`src/rtl/cnt_dec_pkg.sv`:
```
// Shared types and constants for the counter sequence decoder.
// Holds the decoder FSM states, the step class codes and the width of the
// optional statistics counters (enabled with CNT_DEC_STATS_EN).
package cnt_dec_pkg;

   // Decoder FSM states
   typedef enum logic [1:0] {
      S_EMPTY = 2'b00,
      S_STOP  = 2'b01,
      S_UP    = 2'b10,
      S_DOWN  = 2'b11
   } state_e;

   // Step class codes, also the encoding driven on the cls output
   typedef enum logic [1:0] {
      CLS_HOLD = 2'b00,
      CLS_UP   = 2'b01,
      CLS_DOWN = 2'b10,
      CLS_LOAD = 2'b11
   } cls_e;

   // Width of the saturating load/wrap statistics counters
   localparam int STATS_W = 16;

endpackage

```
`src/rtl/cnt_dec_classify.sv`:
```
// Combinational step classifier for the counter sequence decoder.
// Compares a new sample against the previous one (mod 2^WIDTH) and reports
// whether the counter held, stepped up, stepped down or was loaded, plus a
// flag when the step crossed the max/zero boundary.
module cnt_dec_classify
   import cnt_dec_pkg::*;
#(
   parameter int WIDTH = 4
) (
   input  logic [WIDTH-1:0] p_i,
   input  logic [WIDTH-1:0] s_i,
   output cls_e             cls_o,
   output logic             wrap_o
);

   logic [WIDTH-1:0] pPlus;
   logic [WIDTH-1:0] pMinus;

   assign pPlus  = p_i + WIDTH'(1);
   assign pMinus = p_i - WIDTH'(1);

   // Priority classification: equality first, then +1, then -1, else a load.
   // A load landing exactly on p+1 or p-1 cannot be told apart from a step.
   always_comb begin
      cls_o  = CLS_LOAD;
      wrap_o = 1'b0;
      if (s_i == p_i) begin
         cls_o = CLS_HOLD;
      end else if (s_i == pPlus) begin
         cls_o  = CLS_UP;
         wrap_o = (p_i == {WIDTH{1'b1}});
      end else if (s_i == pMinus) begin
         cls_o  = CLS_DOWN;
         wrap_o = (p_i == {WIDTH{1'b0}});
      end
   end

endmodule

```
`src/rtl/cnt_seq_decoder.sv`:
```
// Counter sequence decoder top level.
// Watches the sampled output of an up/down/load counter and recovers the
// control behaviour behind it: direction, wrap-around, parallel loads and
// the length of the current run of steps. All outputs are registered.
// Optional feature macro: CNT_DEC_STATS_EN adds saturating load_cnt and
// wrap_cnt counters; without it those ports do not exist.
module cnt_seq_decoder
   import cnt_dec_pkg::*;
#(
   parameter int WIDTH = 4,
   parameter int RUN_W = 8
) (
   input  logic             clk,
   input  logic             rst,
   input  logic             valid,
   input  logic [WIDTH-1:0] cnt,
   input  logic             clr,
   output logic             cls_valid,
   output logic [1:0]       cls,
   output logic             dir_o,
   output logic             moving_o,
   output logic             wrap_o,
   output logic             load_o,
   output logic [WIDTH-1:0] load_data,
   output logic [RUN_W-1:0] run_len
`ifdef CNT_DEC_STATS_EN
  ,output logic [STATS_W-1:0] load_cnt,
   output logic [STATS_W-1:0] wrap_cnt
`endif
);

   state_e           state_q;
   logic [WIDTH-1:0] prev_q;
   cls_e             cls_q;
   logic             dir_q;
   logic [RUN_W-1:0] runLen_q;
   logic [RUN_W-1:0] runLen_d;
   logic [WIDTH-1:0] loadData_q;
   logic             clsValid_q;
   logic             wrap_q;
   logic             load_q;

   cls_e             stepCls;
   logic             stepWrap;

   cnt_dec_classify #(
      .WIDTH (WIDTH)
   ) uClassify (
      .p_i    (prev_q),
      .s_i    (cnt),
      .cls_o  (stepCls),
      .wrap_o (stepWrap)
   );

   // Next run length for a classified step: restart at 1 on a change of
   // direction (or leaving a stop), count up saturating while the
   // direction repeats, and fall to 0 on HOLD or LOAD
   always_comb begin
      runLen_d = '0;
      if (stepCls == CLS_UP) begin
         if (state_q == S_UP) begin
            runLen_d = (runLen_q == {RUN_W{1'b1}}) ? runLen_q : runLen_q + RUN_W'(1);
         end else begin
            runLen_d = RUN_W'(1);
         end
      end else if (stepCls == CLS_DOWN) begin
         if (state_q == S_DOWN) begin
            runLen_d = (runLen_q == {RUN_W{1'b1}}) ? runLen_q : runLen_q + RUN_W'(1);
         end else begin
            runLen_d = RUN_W'(1);
         end
      end
   end

   // Decoder FSM with its registered outputs: the first sample after reset
   // or clear only seeds prev, every later sample is classified and pulses
   // cls_valid; clear beats a simultaneous sample and discards it
   always_ff @(posedge clk or posedge rst) begin
      if (rst) begin
         state_q    <= S_EMPTY;
         prev_q     <= '0;
         cls_q      <= CLS_HOLD;
         dir_q      <= 1'b1;
         runLen_q   <= '0;
         loadData_q <= '0;
         clsValid_q <= 1'b0;
         wrap_q     <= 1'b0;
         load_q     <= 1'b0;
      end else begin
         clsValid_q <= 1'b0;
         wrap_q     <= 1'b0;
         load_q     <= 1'b0;
         if (clr) begin
            state_q  <= S_EMPTY;
            runLen_q <= '0;
         end else if (valid) begin
            prev_q <= cnt;
            if (state_q == S_EMPTY) begin
               state_q <= S_STOP;
            end else begin
               clsValid_q <= 1'b1;
               cls_q      <= stepCls;
               wrap_q     <= stepWrap;
               runLen_q   <= runLen_d;
               unique case (stepCls)
                  CLS_HOLD: begin
                     state_q <= S_STOP;
                  end
                  CLS_UP: begin
                     state_q <= S_UP;
                     dir_q   <= 1'b1;
                  end
                  CLS_DOWN: begin
                     state_q <= S_DOWN;
                     dir_q   <= 1'b0;
                  end
                  CLS_LOAD: begin
                     state_q    <= S_STOP;
                     load_q     <= 1'b1;
                     loadData_q <= cnt;
                  end
               endcase
            end
         end
      end
   end

   assign cls_valid = clsValid_q;
   assign cls       = cls_q;
   assign dir_o     = dir_q;
   assign moving_o  = (state_q == S_UP) || (state_q == S_DOWN);
   assign wrap_o    = wrap_q;
   assign load_o    = load_q;
   assign load_data = loadData_q;
   assign run_len   = runLen_q;

`ifdef CNT_DEC_STATS_EN
   logic [STATS_W-1:0] loadCnt_q;
   logic [STATS_W-1:0] wrapCnt_q;
   logic               stepTaken;

   assign stepTaken = !clr && valid && (state_q != S_EMPTY);

   // Saturating event counters, bumped on the same edge that raises the
   // matching pulse so they always include the pulse currently on display
   always_ff @(posedge clk or posedge rst) begin
      if (rst) begin
         loadCnt_q <= '0;
         wrapCnt_q <= '0;
      end else if (clr) begin
         loadCnt_q <= '0;
         wrapCnt_q <= '0;
      end else if (stepTaken) begin
         if ((stepCls == CLS_LOAD) && (loadCnt_q != {STATS_W{1'b1}})) begin
            loadCnt_q <= loadCnt_q + STATS_W'(1);
         end
         if (stepWrap && (wrapCnt_q != {STATS_W{1'b1}})) begin
            wrapCnt_q <= wrapCnt_q + STATS_W'(1);
         end
      end
   end

   assign load_cnt = loadCnt_q;
   assign wrap_cnt = wrapCnt_q;
`endif

endmodule

```
`config.mk`:
```
export PLATFORM = sky130hd
export DESIGN_NAME = cnt_seq_decoder
export DESIGN_NICKNAME = d
export VERILOG_FILES = /design/src/rtl/cnt_dec_pkg.sv /design/src/rtl/cnt_dec_classify.sv /design/src/rtl/cnt_seq_decoder.sv
export SDC_FILE = /design/constraint.sdc
export NUM_CORES = 1
export LEC_CHECK = 0
export BUFFER_PORTS_ARGS = -buffer_cell sky130_fd_sc_hd__buf_2
export CAP_MARGIN = 20
export CORE_ASPECT_RATIO = 1.1
export CORE_MARGIN = 3
export CORE_UTILIZATION = 42
export DETAILED_ROUTE_END_ITERATION = 7
export SKIP_CTS_REPAIR_TIMING = 1
export SLEW_MARGIN = 0
export SYNTH_ARGS = -nofsm -noshare
export SYNTH_HDL_FRONTEND = slang
export SYNTH_SLANG_ARGS = --single-unit
```
`constraint.sdc`:
```
create_clock -name clk -period 4.9 [get_ports clk]
set_input_delay 0.245 -clock clk [delete_from_list [all_inputs] [get_ports clk]]
set_output_delay 0.245 -clock clk [all_outputs]
set_load 0.02 [all_outputs]
```
==> results of run 1 <==
==> layout make-up <==
cell class,count,area share [%]
flip-flops and latches,24,38.3
multi-input cells,94,45.3
well taps,34,2.70
clock buffers,3,1.43
clock inverters,1,1.91
repair buffers,26,8.27
inverters,9,2.15
==> registers in the layout, summed over array words and instances, names as in the netlist <==
name / count
cls: 2
state_q: 2
load_o: 1
dir_o: 1
cls_valid: 1
wrap_o: 1
load_data: 4
run_len: 8
prev_q: 4
==> worst min-delay path by stage <==
stage	start	cells past startpoint	endpoint	slack, ps
global route	clr	2	state_q[0]	130
global placement	clr	2	state_q[1]	460
floorplan	rst	1	cls[0]	260
finish	rst	2	run_len[3]	100
CTS	clr	2	state_q[0]	100
detailed placement	clr	2	state_q[0]	460
==> report_power, final <==
part	switching, mW	internal [mW]	leakage (nW)	total [mW]
clock	0.0621	0.0826	0.0279	0.145
combinational	0.111	0.0793	0.411	0.190
sequential	0.0234	0.235	0.306	0.258
==> cell families (layout without fill, tap and decap cells) <==
kind of cell / Yosys count / in the layout / synth area share (%)
fa+ha+maj: 7 / 7 / 6.43
xor+xnor: 10 / 10 / 6.43
flops: 24 / 24 / 44.2
mux: 9 / 9 / 7.45
buf+inv: 12 / 39 / 3.49
compound gates: 32 / 32 / 16.7
simple gates: 36 / 36 / 15.3
==> per-stage QoR <==
step / instance area, µm² / power, mW / cells
6_report: 1570 / 0.593 / 191
2_1_floorplan: 1360 / 0.399 / 130
3_5_place_dp: 1520 / 0.456 / 187
4_1_cts: 1570 / 0.602 / 191
5_1_grt: 1570 / 0.631 / 191
3_3_place_gp: 1520 / 0.451 / 187
==> placed cells by master, fill, tap and decap left out, types with 2 or more instances in the layout <==
cell type	count
buf_2	26
a41oi_1	2
nor2_1	7
a31oi_1	2
xnor2_1	7
mux2_2	9
ha_1	7
nand2b_1	2
o31ai_1	4
xor2_1	3
o21ai_0	3
clkbuf_4	3
a21oi_1	10
a21o_1	2
nand2_1	5
nand4_1	2
inv_1	9
nand3_1	8
a22o_1	2
dfrtp_1	23
and4b_1	2
==> metal layers <==
layer	share of wire [%]	wire, µm
met2	48	1260
met3	3.8	100
met1	47	1230
met4	0.54	14
met5	0	0
==> flow_metrics.py, run 1 <==
metrics = {
    "timing": {
        "hold_viol": 0,
        "slew_violations": 0,
        "fmax_mhz": 319,
        "rsz0062_at_grt": "no",
        "setup_violations": 0,
        "fin_setup_tns_ps": 0,
        "fin_crit_sh_pct": 63.9,
        "maxSlewHeadroom_pct": 38.7,
        "period_needed_ps": 3130,
        "worst_clock_skew_ps": 9.19,
        "setup_slack_ps": 1770,
        "worst_slew_pin_slew_ps": 918,
        "fin_hold_ws_ps": 101,
    },
    "finish": {
        "multiInputGateArea_um2": 712,
        "area_growth_pct": 15.5,
        "register_area_um2": 602,
        "antennaDiodeCount": 0,
        "fin_nets": 173,
        "fill_cells": 296,
        "layout-drive-gt1-share_pct": 27.4,
        "post-route-util_pct": 51.2,
    },
    "critical_path": {
        "critPathMaxFanout": 14,
        "cp_num_buf_inv": 2,
        "r2r-end": "run_len[5]",
        "crit_required_ps": 5160,
        "crit_start": "prev_q[0]",
        "cp.depth": 11,
        "cp_slowest_cell": "a211oi_4",
        "critical_path_arrival_ps": 3390,
        "endpoint_kind": "flip-flop",
        "crit_family": "simple AND/OR/NAND/NOR gates",
        "reg2reg_slack_ps": 1770,
        "ff2ff_path_depth": 11,
        "endpoint": "run_len[5]",
        "critical_path_class": "flip-flop to flip-flop",
        "reg2reg_from": "prev_q[0]",
        "path_cells": "inv_1, ha_1, xnor2_1, nor2b_1, a31oi_1, inv_1, ha_1, nand3b_1, a211oi_4, or4b_1, nand3_1",
        "startpoint_type": "flip-flop",
        "critPathMaxStageDelay_ps": 520,
    },
    "synth": {
        "synth-main-ff-cell": "dfrtp_1",
        "synth_most_common_cell": "dfrtp_1",
        "synth_cell_types": 39,
        "synth_cells": 130,
        "yosysTopAreaCell": "dfrtp_1",
        "ys_ff_latch": 24,
        "seq_area_frac_synth_pct": 44.2,
        "synthTopCellsByCount": "23 x dfrtp_1, 10 x a21oi_1, 9 x inv_1, 9 x mux2_2, 8 x nand3_1",
        "synth_warnings": 0,
        "synth_edf_count": 0,
        "syn-num-nets": 145,
        "synth_area_leaders": "dfrtp_1 42%, mux2_2 7.4%, ha_1 6.4%",
        "async_flop_share_pct": 100,
        "synth_top_area_share_pct": 42.3,
        "syn_area_per_cell_um2": 10.5,
        "synth_area_um2": 1360,
    },
    "die": {
        "num_rows": 21,
        "die_h_um": 65.7,
        "fp.coreArea_um2": 3070,
        "initial_core_util_pct": 44.3,
        "die_w_um": 60.3,
        "dieArea_um2": 3960,
        "io_pins": 27,
    },
    "clocking": {
        "root_buffer": "clkbuf_4",
        "worstSkewPairLatency_ps": 310,
        "clkTransAtPathRegs_ps": 140,
        "cts_tree": "done",
        "cts_buffers": 3,
        "cts_buffer_depth": 2,
        "h-tree-depth": 1,
        "clock-sinks": 24,
    },
    "min_path": {
        "worstHoldPathType": "primary input to async pin",
    },
    "status": {
        "status": "complete, no violations",
    },
    "detailed_routing": {
        "wl_per_cell_um": 13.6,
        "viasPerCell": 5.58,
        "drtPass1Iterations": 4,
        "drtIter0Drc": 32,
        "dr_total_vias": 1065,
        "ant_nets": 0,
        "drc": 0,
        "routed_wl_um": 2610,
    },
    "run": {
        "maxCapViolCount": 0,
    },
    "place": {
        "hpwl_um": 2030,
        "io_buffers": 26,
        "gp_congestion": 0.773,
        "pre_cts_ws_ps": 1770,
    },
    "global_routing": {
        "use_met1_pct": 20.7,
        "overflow": 0,
        "antenna_found_initial": 0,
        "grtUsageMet3_pct": 1.96,
        "busiest_layer": "met2",
        "grt_usage_pct": 15.1,
        "grt_pass1_vias": 1036,
        "grt_pass1_wl_um": 4670,
        "grt_max_degree": 25,
        "grt_use_met2_pct": 25.0,
    },
    "power_and_ir_drop": {
        "vdd_ir_drop_max_mv": 0.363,
        "power_density_nw_per_um2": 377,
        "p_leak_nw": 0.745,
    },
}
Power figures use the tool's default switching activity.
==> run 2: changes to the inputs <==
--- a/config.mk
+++ b/config.mk
@@ -11,6 +11,7 @@
 export CORE_MARGIN = 3
 export CORE_UTILIZATION = 42
 export DETAILED_ROUTE_END_ITERATION = 7
+export PLACE_DENSITY = 0.66
 export SKIP_CTS_REPAIR_TIMING = 1
 export SLEW_MARGIN = 0
 export SYNTH_ARGS = -nofsm -noshare
==> constraint.sdc (replaced) <==
create_clock -name clk -period 2.63 [get_ports clk]
set_input_delay 0.1315 -clock clk [delete_from_list [all_inputs] [get_ports clk]]
set_output_delay 0.1315 -clock clk [all_outputs]
set_load 0.02 [all_outputs]
==> flow_metrics.py, run 2 (synthesized netlist as in run 1, its figures left out) <==
metrics = {
    "die": {
        "fp.coreArea_um2": 3070,
        "initial_core_util_pct": 44.3,
        "num_rows": 21,
        "dieArea_um2": 3960,
        "io_pins": 27,
        "die_h_um": 65.7,
        "die_w_um": 60.3,
    },
    "place": {
        "placed_cells": 191,
        "placed_area_um2": 1560,
        "gp_congestion": 0.807,
        "io_buffers": 26,
        "hpwl_um": 2150,
    },
    "clocking": {
        "cts_buffers": 3,
        "h-tree-depth": 1,
        "root_buffer": "clkbuf_4",
        "cts_buffer_depth": 2,
        "clkTransAtPathRegs_ps": 140,
        "worstSkewPairLatency_ps": 330,
        "cts_tree": "done",
        "clock-sinks": 24,
    },
    "detailed_routing": {
        "wl_per_cell_um": 16.1,
        "drtIter0Drc": 43,
        "drc": 0,
        "drtPass1Iterations": 4,
        "routed_wl_um": 3190,
        "ant_nets": 0,
        "viasPerCell": 5.79,
        "dr_total_vias": 1147,
    },
    "power_and_ir_drop": {
        "vdd_ir_drop_max_mv": 0.463,
        "p_leak_nw": 0.804,
        "power_density_nw_per_um2": 658,
    },
    "timing": {
        "fin_crit_sh_pct": 95.7,
        "fin_setup_tns_ps": 0,
        "fin_hold_ws_ps": -23.1,
        "worst_clock_skew_ps": 10.8,
        "maxSlewHeadroom_pct": 38.7,
        "worst_slew_pin_slew_ps": 919,
        "setup_violations": 0,
        "hold_viol": 23,
        "slew_violations": 0,
        "period_needed_ps": 2520,
        "fmax_mhz": 397,
    },
    "critical_path": {
        "critPathMaxFanout": 6,
        "startpoint_type": "flip-flop",
        "endpoint_kind": "flip-flop",
        "critical_path_arrival_ps": 2790,
        "critical_path_class": "flip-flop to flip-flop",
        "crit_required_ps": 2910,
    },
    "global_routing": {
        "grt_pass1_vias": 1098,
        "grt_max_degree": 25,
        "grt_usage_pct": 16.0,
        "grt_pass1_wl_um": 4860,
        "antenna_found_initial": 0,
        "overflow": 0,
    },
    "finish": {
        "layout-drive-gt1-share_pct": 42.1,
        "antennaDiodeCount": 0,
        "area_growth_pct": 29.4,
        "post-route-util_pct": 57.3,
        "final_common_cell": "buf_2",
        "largest_reg_flops": 8,
        "final-instance-count-excl-fill": 198,
        "stdcell_area_um2": 1760,
        "layout_common_cells": "26 x buf_2, 22 x dfrtp_1, 10 x a21oi_1",
        "fin_nets": 180,
        "fill_cells": 251,
    },
    "min_path": {
        "worstHoldPathType": "primary input to async pin",
    },
    "run": {
        "maxCapViolCount": 0,
    },
    "status": {
        "failed_checks": "negative hold slack",
        "status": "finished with violations",
    },
}
==> run 2: final timing paths <==
path	startpoint	end	slack [ps]	cells after the start
max	prev_q[2]	run_len[5]	110	9
min	rst	load_data[3]	-20	2
max reg2reg	prev_q[2]	run_len[5]	110	9
min reg2reg	dir_o	dir_o	510	2
max in group asynchronous	rst	prev_q[2]	2030	2
min in group clk	valid	state_q[1]	80	2
==> run 2: cell type report <==
| type | instances | area, µm² | share of cell area [%] |
|---|---|---|---|
| timing repair buffer | 33 | 185 | 10.5 |
| clock buffer | 4 | 36.3 | 2.06 |
| inverter | 9 | 33.8 | 1.92 |
| tap | 34 | 42.5 | 2.41 |
| multi-input combinational | 94 | 861 | 48.9 |
| sequential | 24 | 603 | 34.2 |
==> run 2: routing by layer <==
layer,vias up,GRT usage [%],share of wire (%)
met3,9,1.77,4.3
li1,541,-,-
met4,0,6.37,2.4
met5,-,0,0
met1,560,19.9,41
met2,37,27.7,52
==> run 2: report_power, final <==
part | leakage [nW] | switching (mW) | total, mW | internal, mW
clock network | 0.0210 | 0.117 | 0.202 | 0.0848
logic | 0.478 | 0.262 | 0.476 | 0.214
registers | 0.305 | 0.0429 | 0.481 | 0.438
==> run 2: critical path, stage by stage, from the launching register on <==
cell and delay [ps]:
dfrtp_2 510, xor2_4 240, and4b_2 300, a31oi_4 160, inv_2 60, ha_4 170, nand3b_1 200, a211oi_4 270
or4b_1 460, nand3_1 100
==> run 2: stage by stage <==
stage / power, mW / setup slack (ps)
after floorplan: 0.747 / 33.0
after global placement: 0.857 / 163
after detailed placement: 0.866 / 49.1
after CTS: 1.06 / 30.0
after global routing: 1.22 / -13.8
final: 1.16 / 112
==> run 3: changes to the inputs <==
--- a/config.mk
+++ b/config.mk
@@ -5,7 +5,7 @@
 export SDC_FILE = /design/constraint.sdc
 export NUM_CORES = 1
 export LEC_CHECK = 0
-export BUFFER_PORTS_ARGS = -buffer_cell sky130_fd_sc_hd__buf_2
+export BUFFER_PORTS_ARGS = -buffer_cell sky130_fd_sc_hd__buf_4
 export CAP_MARGIN = 20
 export CORE_ASPECT_RATIO = 1.1
 export CORE_MARGIN = 3
==> flow_metrics.py, run 3 (synthesized netlist as in run 1, its figures left out) <==
metrics = {
    "status": {
        "status": "complete, no violations",
    },
    "die": {
        "io_pins": 27,
        "initial_core_util_pct": 44.3,
        "die_w_um": 60.3,
        "fp.coreArea_um2": 3070,
        "dieArea_um2": 3960,
        "num_rows": 21,
        "die_h_um": 65.7,
    },
    "place": {
        "placed_cells": 191,
        "io_buffers": 26,
        "hpwl_um": 2180,
        "gp_congestion": 0.801,
    },
    "finish": {
        "largest_reg_flops": 8,
        "fill_cells": 269,
        "final_common_cell": "buf_4",
        "area_growth_pct": 34.4,
        "final-instance-count-excl-fill": 202,
        "layout-drive-gt1-share_pct": 41.7,
        "fin_nets": 184,
        "layout_common_cells": "36 x buf_4, 22 x dfrtp_1, 10 x a21oi_1",
        "antennaDiodeCount": 0,
    },
    "global_routing": {
        "grt_pass1_vias": 1073,
        "overflow": 0,
        "grt_max_degree": 25,
        "grt_usage_pct": 15.4,
        "antenna_found_initial": 0,
        "grt_pass1_wl_um": 4740,
    },
    "power_and_ir_drop": {
        "vdd_ir_drop_max_mv": 0.506,
        "clkPwrFrac_pct": 16.2,
        "total_power_mw": 1.19,
        "power_switching_share_pct": 34.5,
        "p_leak_nw": 0.830,
        "p_int_mw": 0.779,
        "seq_power_share_pct": 40.6,
        "p_comb_share_pct": 43.2,
        "switchingPower_mw": 0.410,
        "power_density_nw_per_um2": 650,
    },
    "timing": {
        "setup_violations": 0,
        "hold_viol": 0,
        "maxSlewHeadroom_pct": 40.3,
        "period_needed_ps": 2560,
        "fmax_mhz": 391,
        "worst_slew_pin_slew_ps": 894,
        "worst_clock_skew_ps": 1.12,
        "slew_violations": 0,
        "fin_crit_sh_pct": 97.2,
    },
    "clocking": {
        "h-tree-depth": 1,
        "cts_buffers": 3,
        "worstSkewPairLatency_ps": 300,
        "root_buffer": "clkbuf_4",
        "cts_buffer_depth": 2,
        "cts_tree": "done",
        "clock-sinks": 24,
        "clkTransAtPathRegs_ps": 130,
    },
    "critical_path": {
        "cp_slowest_cell": "or4b_1",
        "reg2reg_from": "prev_q[0]",
        "crit_required_ps": 2880,
        "critical_path_class": "flip-flop to flip-flop",
        "path_cells": "inv_2, ha_4, xnor2_2, nor2_1, a31oi_2, ha_4, nand3b_1, a211oi_4, or4b_1, nand3_1",
        "startpoint_type": "flip-flop",
        "critPathMaxStageDelay_ps": 470,
        "endpoint_kind": "flip-flop",
        "critPathMaxFanout": 5,
        "cp_common_cell": "ha_4",
        "reg2reg_slack_ps": 70,
        "crit_start": "prev_q[0]",
        "ff2ff_path_depth": 10,
        "critical_path_arrival_ps": 2800,
        "r2r-end": "run_len[5]",
    },
    "detailed_routing": {
        "routed_wl_um": 3030,
        "wl_per_cell_um": 15.0,
        "dr_total_vias": 1154,
        "ant_nets": 0,
        "drc": 0,
        "drtIter0Drc": 31,
        "viasPerCell": 5.71,
        "drtPass1Iterations": 4,
    },
    "run": {
        "maxCapViolCount": 0,
    },
    "min_path": {
        "worstHoldPathType": "primary input to async pin",
    },
}
## run 3: changes by cell type in the layout (fill, tap and decap cells not counted)
cell	delta
xor2_2	-1
xnor2_2	+1
buf_2	-26
nor2_1	+1
inv_2	-1
nor2_2	-1
xor2_1	+1
nor3_2	+1
inv_1	+1
nor3_4	-1
xnor2_4	-1
buf_4	+30
## run 3: power groups by stage
| stage | Combinational (mW) | Clock [mW] | Sequential, mW |
|---|---|---|---|
| after floorplan | 0.195 | 0 | 0.552 |
| after global placement | 0.411 | 0 | 0.483 |
| after detailed placement | 0.417 | 0 | 0.486 |
| after CTS | 0.418 | 0.203 | 0.479 |
| after global routing | 0.556 | 0.217 | 0.493 |
| final | 0.514 | 0.193 | 0.483 |
## run 3: critical path: cells and delay by family (launching register included)
| family | cells | cell delay (ps) |
|---|---|---|
| compound gates | 2 | 460 |
| xor+xnor | 1 | 130 |
| buf+inv | 1 | 90 |
| simple gates | 4 | 1000 |
| flops | 1 | 410 |
| fa+ha+maj | 2 | 420 |
## run 3: routing by layer
| metal | up-vias | wire length, µm | GRT usage (%) |
|---|---|---|---|
| li1 | 547 | - | - |
| met3 | 4 | 137 | 3.54 |
| met1 | 577 | 1240 | 17.7 |
| met5 | - | 0 | 0 |
| met4 | 0 | 39 | 3.32 |
| met2 | 26 | 1610 | 28.2 |
## run 3: final cells by class
cell class	instances	area, µm²	share of cell area (%)
Inverter	9	33.8	1.85
Multi-Input combinational cell	94	833	45.6
Sequential cell	24	603	33.0
Clock buffer	4	36.3	1.98
Tap cell	34	42.5	2.33
Timing Repair Buffer	37	280	15.3
## run 3: how the worst max path moves through the flow
stage | end | slack (ps) | cells past startpoint
after global placement | run_len[5] | 160 | 11
after floorplan | run_len[5] | 30 | 11
after global routing | run_len[5] | -50 | 10
final | run_len[5] | 70 | 10
after CTS | run_len[5] | 20 | 9
after detailed placement | run_len[5] | 50 | 9
## run 3: per-stage QoR
| step | utilization, % | hold slack, ps | setup TNS [ps] | instance area (µm²) | setup slack [ps] |
|---|---|---|---|---|---|
| CTS | 53.9 | -24.1 | 0 | 1660 | 20.0 |
| finish | 59.5 | 0.730 | 0 | 1830 | 73.2 |
| floorplan | - | 145 | 0 | 1370 | 33.0 |
| global route | 59.5 | 17.5 | -102 | 1830 | -50.4 |
| detailed placement | 52.7 | 322 | 0 | 1620 | 45.6 |
| global placement | 52.7 | 323 | 0 | 1620 | 161 |
